==> config.mk <==
export PLATFORM = sky130hd
export DESIGN_NAME = rgb2ycbcr_block
export DESIGN_NICKNAME = d
export VERILOG_FILES = /design/src/rtl/jpeg_pkg.sv /design/src/rtl/rgb2ycbcr_pipe.sv /design/src/rtl/rgb2ycbcr_block.sv
export SDC_FILE = /design/constraint.sdc
export NUM_CORES = 1
export LEC_CHECK = 0
export CORE_MARGIN = 5
export CORE_UTILIZATION = 40
export CTS_CLUSTER_DIAMETER = 50
export DETAILED_ROUTE_END_ITERATION = 16
export REMOVE_ABC_BUFFERS = 1
export SETUP_SLACK_MARGIN = 0.5
export SLEW_MARGIN = 10
export SYNTH_ARGS = -nofsm -noshare
export SYNTH_HDL_FRONTEND = slang
export SYNTH_SLANG_ARGS = --single-unit
==> constraint.sdc <==
create_clock -name sys_clk -period 7.2 [get_ports sys_clk]
set_input_delay 0.72 -clock sys_clk [delete_from_list [all_inputs] [get_ports sys_clk]]
set_output_delay 0.72 -clock sys_clk [all_outputs]
set_load 0.02 [all_outputs]
==> src/rtl/jpeg_pkg.sv <==
// rtl/jpeg_pkg.sv - shared JPEG encoder constants, sideband type and frame sizing helper
package jpeg_pkg;

   localparam int unsigned COEF_YR   = 77;
   localparam int unsigned COEF_YG   = 150;
   localparam int unsigned COEF_YB   = 29;
   localparam int unsigned COEF_CBR  = 43;
   localparam int unsigned COEF_CBG  = 85;
   localparam int unsigned COEF_CRG  = 107;
   localparam int unsigned COEF_CRB  = 21;
   localparam int unsigned COEF_HALF = 128;
   localparam int unsigned COEF_OFS  = 32768;

   typedef struct packed {
      logic valid;
      logic blk_first;
      logic blk_end;
      logic frame_last;
      logic frame_err;
   } ycc_flags_t;

   function automatic int BLKS_PER_FRAME(input int width, input int high);
      return (width * high) / 64;
   endfunction

endpackage

==> src/rtl/rgb2ycbcr_pipe.sv <==
// rtl/rgb2ycbcr_pipe.sv - 3-stage RGB to YCbCr datapath with sideband carried in lockstep
module rgb2ycbcr_pipe
   import jpeg_pkg::*;
#(
   parameter int LEVEL_SHIFT = 1,
   parameter int BLK_CNT_W   = 16
) (
   input  logic                 sys_clk,
   input  logic                 sys_rst,
   input  logic [23:0]          rgb,
   input  ycc_flags_t           flags_in,
   input  logic [BLK_CNT_W-1:0] cnt_in,
   output logic [7:0]           y,
   output logic [7:0]           cb,
   output logic [7:0]           cr,
   output ycc_flags_t           flags_out,
   output logic [BLK_CNT_W-1:0] cnt_out
);

   logic [7:0] r, g, b;
   assign r = rgb[23:16];
   assign g = rgb[15:8];
   assign b = rgb[7:0];

   logic [16:0]         p_yr, p_yg, p_yb, p_cbr, p_cbg, p_cbb, p_crr, p_crg, p_crb;
   logic signed [17:0]  s_y, s_cb, s_cr;
   ycc_flags_t          flags_s1, flags_s2;
   logic [BLK_CNT_W-1:0] cnt_s1, cnt_s2;

   function automatic logic [16:0] mul_q8(input logic [7:0] v, input int unsigned k);
      return 17'({24'd0, v} * k);
   endfunction

   // Round, drop the Q8 fraction and saturate; level shift is an MSB flip of the clamped byte.
   function automatic logic [7:0] round_clamp(input logic signed [17:0] s);
      logic [18:0] t;
      logic [7:0]  v;
      t = {s[17], s} + 19'd128;
      if (t[18])
         v = 8'd0;
      else if (t[17:16] != 2'b00)
         v = 8'hFF;
      else
         v = t[15:8];
      return (LEVEL_SHIFT != 0) ? {~v[7], v[6:0]} : v;
   endfunction

   always_ff @(posedge sys_clk) begin
      if (sys_rst) begin
         p_yr <= '0; p_yg <= '0; p_yb <= '0;
         p_cbr <= '0; p_cbg <= '0; p_cbb <= '0;
         p_crr <= '0; p_crg <= '0; p_crb <= '0;
         s_y <= '0; s_cb <= '0; s_cr <= '0;
         y <= '0; cb <= '0; cr <= '0;
         flags_s1 <= '0; flags_s2 <= '0; flags_out <= '0;
         cnt_s1 <= '0; cnt_s2 <= '0; cnt_out <= '0;
      end else begin
         p_yr  <= mul_q8(r, COEF_YR);
         p_yg  <= mul_q8(g, COEF_YG);
         p_yb  <= mul_q8(b, COEF_YB);
         p_cbr <= mul_q8(r, COEF_CBR);
         p_cbg <= mul_q8(g, COEF_CBG);
         p_cbb <= mul_q8(b, COEF_HALF);
         p_crr <= mul_q8(r, COEF_HALF);
         p_crg <= mul_q8(g, COEF_CRG);
         p_crb <= mul_q8(b, COEF_CRB);
         flags_s1 <= flags_in;
         cnt_s1   <= cnt_in;

         s_y  <= {1'b0, p_yr} + {1'b0, p_yg} + {1'b0, p_yb};
         s_cb <= 18'(COEF_OFS) + {1'b0, p_cbb} - {1'b0, p_cbr} - {1'b0, p_cbg};
         s_cr <= 18'(COEF_OFS) + {1'b0, p_crr} - {1'b0, p_crg} - {1'b0, p_crb};
         flags_s2 <= flags_s1;
         cnt_s2   <= cnt_s1;

         y  <= round_clamp(s_y);
         cb <= round_clamp(s_cb);
         cr <= round_clamp(s_cr);
         flags_out <= flags_s2;
         cnt_out   <= cnt_s2;
      end
   end

endmodule

==> src/rtl/rgb2ycbcr_block.sv <==
// rtl/rgb2ycbcr_block.sv - 8x8 RGB block to YCbCr converter with block/frame tagging and error flags
module rgb2ycbcr_block
   import jpeg_pkg::*;
#(
   parameter int IMAGE_WIDTH = 1280,
   parameter int IMAGE_HIGH  = 720,
   parameter int LEVEL_SHIFT = 1,
   parameter int BLK_CNT_W   = 16
) (
   input  logic                 sys_clk,
   input  logic                 sys_rst,
   input  logic [23:0]          jpeg_rgb_data,
   input  logic                 jpeg_rgb_data_en,
   input  logic                 jpeg_rgb_data_last,
   output logic [7:0]           y_data,
   output logic [7:0]           cb_data,
   output logic [7:0]           cr_data,
   output logic                 ycc_en,
   output logic                 ycc_blk_first,
   output logic                 ycc_blk_end,
   output logic                 ycc_frame_last,
   output logic [BLK_CNT_W-1:0] ycc_blk_cnt,
   output logic                 err_short_blk,
   output logic                 err_frame_len
);

   localparam logic [BLK_CNT_W-1:0] LAST_BLK =
      BLK_CNT_W'(BLKS_PER_FRAME(IMAGE_WIDTH, IMAGE_HIGH) - 1);

   logic [5:0]           pix_idx;
   logic [BLK_CNT_W-1:0] blk_cnt;
   logic                 last_seen;
   logic                 cnt_wrapped;
   logic                 is_end;
   logic                 frame_end;
   ycc_flags_t           flags_in;
   ycc_flags_t           flags_out;

   // A frame closes on pixel 63 of the block in which last was seen, including pixel 63 itself.
   always_comb begin
      is_end              = (pix_idx == 6'd63);
      frame_end           = jpeg_rgb_data_en && is_end && (last_seen || jpeg_rgb_data_last);
      flags_in            = '0;
      flags_in.valid      = jpeg_rgb_data_en;
      flags_in.blk_first  = jpeg_rgb_data_en && (pix_idx == 6'd0);
      flags_in.blk_end    = jpeg_rgb_data_en && is_end;
      flags_in.frame_last = frame_end;
      flags_in.frame_err  = frame_end && (cnt_wrapped || (blk_cnt != LAST_BLK));
   end

   always_ff @(posedge sys_clk) begin
      if (sys_rst) begin
         pix_idx       <= '0;
         blk_cnt       <= '0;
         last_seen     <= 1'b0;
         cnt_wrapped   <= 1'b0;
         err_short_blk <= 1'b0;
      end else begin
         err_short_blk <= 1'b0;
         if (jpeg_rgb_data_en) begin
            pix_idx <= pix_idx + 6'd1;
            if (is_end) begin
               last_seen <= 1'b0;
               if (frame_end) begin
                  blk_cnt     <= '0;
                  cnt_wrapped <= 1'b0;
               end else begin
                  blk_cnt <= blk_cnt + BLK_CNT_W'(1);
                  if (&blk_cnt)
                     cnt_wrapped <= 1'b1;
               end
            end else if (jpeg_rgb_data_last) begin
               last_seen <= 1'b1;
            end
         end else if (pix_idx != 6'd0) begin
            // Truncated block: abandon it, including any pending frame end.
            pix_idx       <= '0;
            last_seen     <= 1'b0;
            err_short_blk <= 1'b1;
         end
      end
   end

   rgb2ycbcr_pipe #(
      .LEVEL_SHIFT (LEVEL_SHIFT),
      .BLK_CNT_W   (BLK_CNT_W)
   ) u_pipe (
      .sys_clk   (sys_clk),
      .sys_rst   (sys_rst),
      .rgb       (jpeg_rgb_data),
      .flags_in  (flags_in),
      .cnt_in    (blk_cnt),
      .y         (y_data),
      .cb        (cb_data),
      .cr        (cr_data),
      .flags_out (flags_out),
      .cnt_out   (ycc_blk_cnt)
   );

   assign ycc_en         = flags_out.valid;
   assign ycc_blk_first  = flags_out.blk_first;
   assign ycc_blk_end    = flags_out.blk_end;
   assign ycc_frame_last = flags_out.frame_last;
   assign err_frame_len  = flags_out.frame_err;

endmodule
==> reports/metrics.csv <==
metric;value;unit
status;completed;
IO Pins;74;
vias in the first global route;11250;
clock-pin slew on the worst setup and hold paths;0.05;ns
DRT iter0 DRCs;416;
largest cells by area after synthesis;dfxtp_1 31%, ha_1 21%, fa_1 10%, inv_1 4.7%, nor2b_1 3.9%;
final setup vio count;0;
routability cong.;0.843;
Power Density;348;nW/um^2
# Max-Cap Violations;0;
data required time at the worst endpoint;7.61;ns
Clk Latency, worst-skew pair;0.54;ns
HP Class;flip-flop to flip-flop;
Worst VDD drop;222;uV
Total Routing Usage GR;15.3;%
worst slew margin relative to its limit;24.3;%
total gr overflow;0;
Hold Fails Final Rpt;0;
Worst-Margin Slew;1.13;ns
commonest cells in the netlist;269 x ha_1, 246 x dfxtp_1, 198 x inv_1;
Post-Route Setup TNS;0;ns
htree depth;2;
height of the chip;208;um
post-cts repair resize count;0;
die area;43400;sq um
clock sinks;246;
IO buf count;73;
flops & latches, synth;246;
first-pass GRT wire length;55400;um
number of nets still failing antenna checks after routing;0;
Final Max Slew Viols;0;
starting density of the core;40.6;%
Leak;0.00838;uW
Max Clock Freq;220;MHz
total CTS buffers;35;
DRC viols;0;
largest net degree at the start of global routing;174;
synthesized area;15700;sq um
Synth area leader;dfxtp_1;
final worst-path cycle share;63.2;%
maximum buffer depth of the clock tree;3;
Crit Path Class;input port to flip-flop;
hold_buf cts;0;
diode count;0;
drt via density;4.88;
Placement Cell Area;17000;sq um
share of post-route cells with drive strength above 1;4.74;%
Startpoint Class;input port;
RSZ-0062 raised after global routing;no;
Max FO, Critical Path;11;
Vias;11073;
Tot Pwr;6310;uW
dpl hpwl;25300;um
Layout Nets;2106;
Die Wd;208;um
# rows;72;
crit end category;flip-flop;
area grow syn2layout;15.2;%
final worst path period need;4.55;ns
CP arrival;4.97;ns
area share of the largest cell type after synthesis;31.3;%
sequential share of the synthesized area;31.3;%
Filler cells;3688;
TritonCTS clock tree;yes;
cell count after synthesis;1645;
cell area after layout;18100;sq um
Post-CTS Setup Bufs;0;
ys flop type;dfxtp_1;
Fin Clk Skew;0.0179;ns
wire per inst;14.2;um
Routed WL;32200;um
post-synthesis async set-or-reset flop share;0;%
Syn Area/Cell;9.56;sq um
Root Buffer;clkbuf_16;
Unique masters post-synth;65;
count leader, synth;ha_1;
yosys warns;0;
initial antenna violation count;0;
core area;38700;sq um
number of flops mapped to enable cells by yosys;0;
1st-pass router iterations;4;
==> logic make-up (layout without fill, tap and decap cells) <==
family                   count (synthesis)  count (layout)  share of synthesized area (%)
AND/OR/NAND/NOR                        459             459                           14.7
AO/OA/AOI/OAI                          263             263                           11.1
flip-flops                             246             246                           31.3
buffers and inverters                  225             331                           5.39
multiplexers                             7               7                          0.525
adder cells (fa/ha/maj)                349             349                           31.6
XOR/XNOR                                96              96                           5.35
==> layout make-up <==
class,instances,area (sq um),area share [%]
Sequential cell,246,4920,27.2
Multi-Input combinational cell,1174,9950,54.9
Clock buffer,43,946,5.22
Clock inverter,16,155,0.856
Inverter,198,743,4.10
Tap cell,518,648,3.58
Timing Repair Buffer,74,752,4.15
==> power by group <==
part	switching (uW)	total (uW)	internal [uW]
Combinational	1610	2920	1310
Sequential	161	1780	1620
Clock	650	1600	949
Total	2420	6310	3880
==> worst paths after layout <==
kind / slack, ns / cells past startpoint / startpoint / to
setup reg to reg: 4.37 / 8 / u_pipe.p_yg[5]$_SDFF_PP0_ / u_pipe.s_y[15]$_SDFF_PP0_
hold reg to reg: 0.43 / 1 / u_pipe.cnt_s1[7]$_SDFF_PP0_ / u_pipe.cnt_s2[7]$_SDFF_PP0_
setup / recovery: 2.65 / 14 / jpeg_rgb_data[14] / u_pipe.p_crg[12]$_SDFF_PP0_
hold / removal: 0.43 / 1 / u_pipe.cnt_s1[7]$_SDFF_PP0_ / u_pipe.cnt_s2[7]$_SDFF_PP0_
==> registers in the layout, summed over array words and instances (netlist names), 6 cells and up <==
register        flops
u_pipe.p_cbr       14
u_pipe.p_crb       10
u_pipe.p_yg        15
u_pipe.cnt_s1      16
u_pipe.cnt_s2      16
u_pipe.p_yb        13
u_pipe.p_yr        14
u_pipe.s_y         10
blk_cnt            16
u_pipe.s_cb        11
u_pipe.s_cr        11
u_pipe.p_cbb        6
u_pipe.p_cbg       14
u_pipe.cb           8
u_pipe.cnt_out     16
u_pipe.p_crr        6
pix_idx             6
u_pipe.y            8
u_pipe.p_crg       10
u_pipe.cr           8
==> worst max-delay path, stage by stage <==
cell	delay (ns)
clkdlybuf4s50_1	0.91
ha_1	0.41
fa_1	0.48
fa_1	0.54
inv_1	0.05
fa_1	0.49
inv_1	0.04
ha_1	0.25
nor3_1	0.23
o2111ai_1	0.18
a31oi_1	0.31
a21oi_1	0.12
xnor2_1	0.15
nor2_1	0.06
==> per-stage QoR <==
step	instances	setup WS, ns	utilization [%]	hold WS (ns)
after detailed placement	2210	2.11	43.9	0.424
after floorplan	1618	3.16	-	0.414
final	2269	2.65	46.8	0.434
after global placement	2210	2.22	43.9	0.421
after CTS	2269	2.69	46.8	0.437
after global routing	2269	2.29	46.8	0.454
==> cell usage in the layout (no fill, tap or decap), drive strengths merged, types with 5 or more instances in the layout <==
| cell | synthesis | routed |
|---|---|---|
| inv | 198 | 203 |
| o21a | 15 | 15 |
| clkbuf | 21 | 43 |
| nand2b | 14 | 14 |
| and2 | 6 | 6 |
| nor2b | 97 | 97 |
| o21ai | 42 | 42 |
| o31a | 5 | 5 |
| nor3b | 5 | 5 |
| nand4 | 8 | 8 |
| nand2 | 52 | 52 |
| a31oi | 10 | 10 |
| nor3 | 50 | 50 |
| dfxtp | 246 | 246 |
| or3 | 5 | 5 |
| nand3 | 40 | 40 |
| ha | 269 | 269 |
| and3 | 14 | 14 |
| mux2 | 7 | 7 |
| and4 | 5 | 5 |
| a21o | 37 | 37 |
| xnor2 | 49 | 49 |
| a21oi | 88 | 88 |
| nor4 | 7 | 7 |
| or2 | 7 | 7 |
| fa | 80 | 80 |
| clkdlybuf4s50 | 0 | 72 |
| o31ai | 7 | 7 |
| xor2 | 47 | 47 |
| a211oi | 15 | 15 |
| nor2 | 141 | 141 |
| o21bai | 12 | 12 |
| clkinv | 0 | 7 |
==> layer usage <==
layer,track usage [%],up-vias,routed length [um]
li1,-,5733,-
met1,21.2,5178,16100
met2,24.4,121,14300
met3,2.56,41,1090
met4,4.58,0,658
met5,0,-,0
Power figures use the tool's default switching activity.
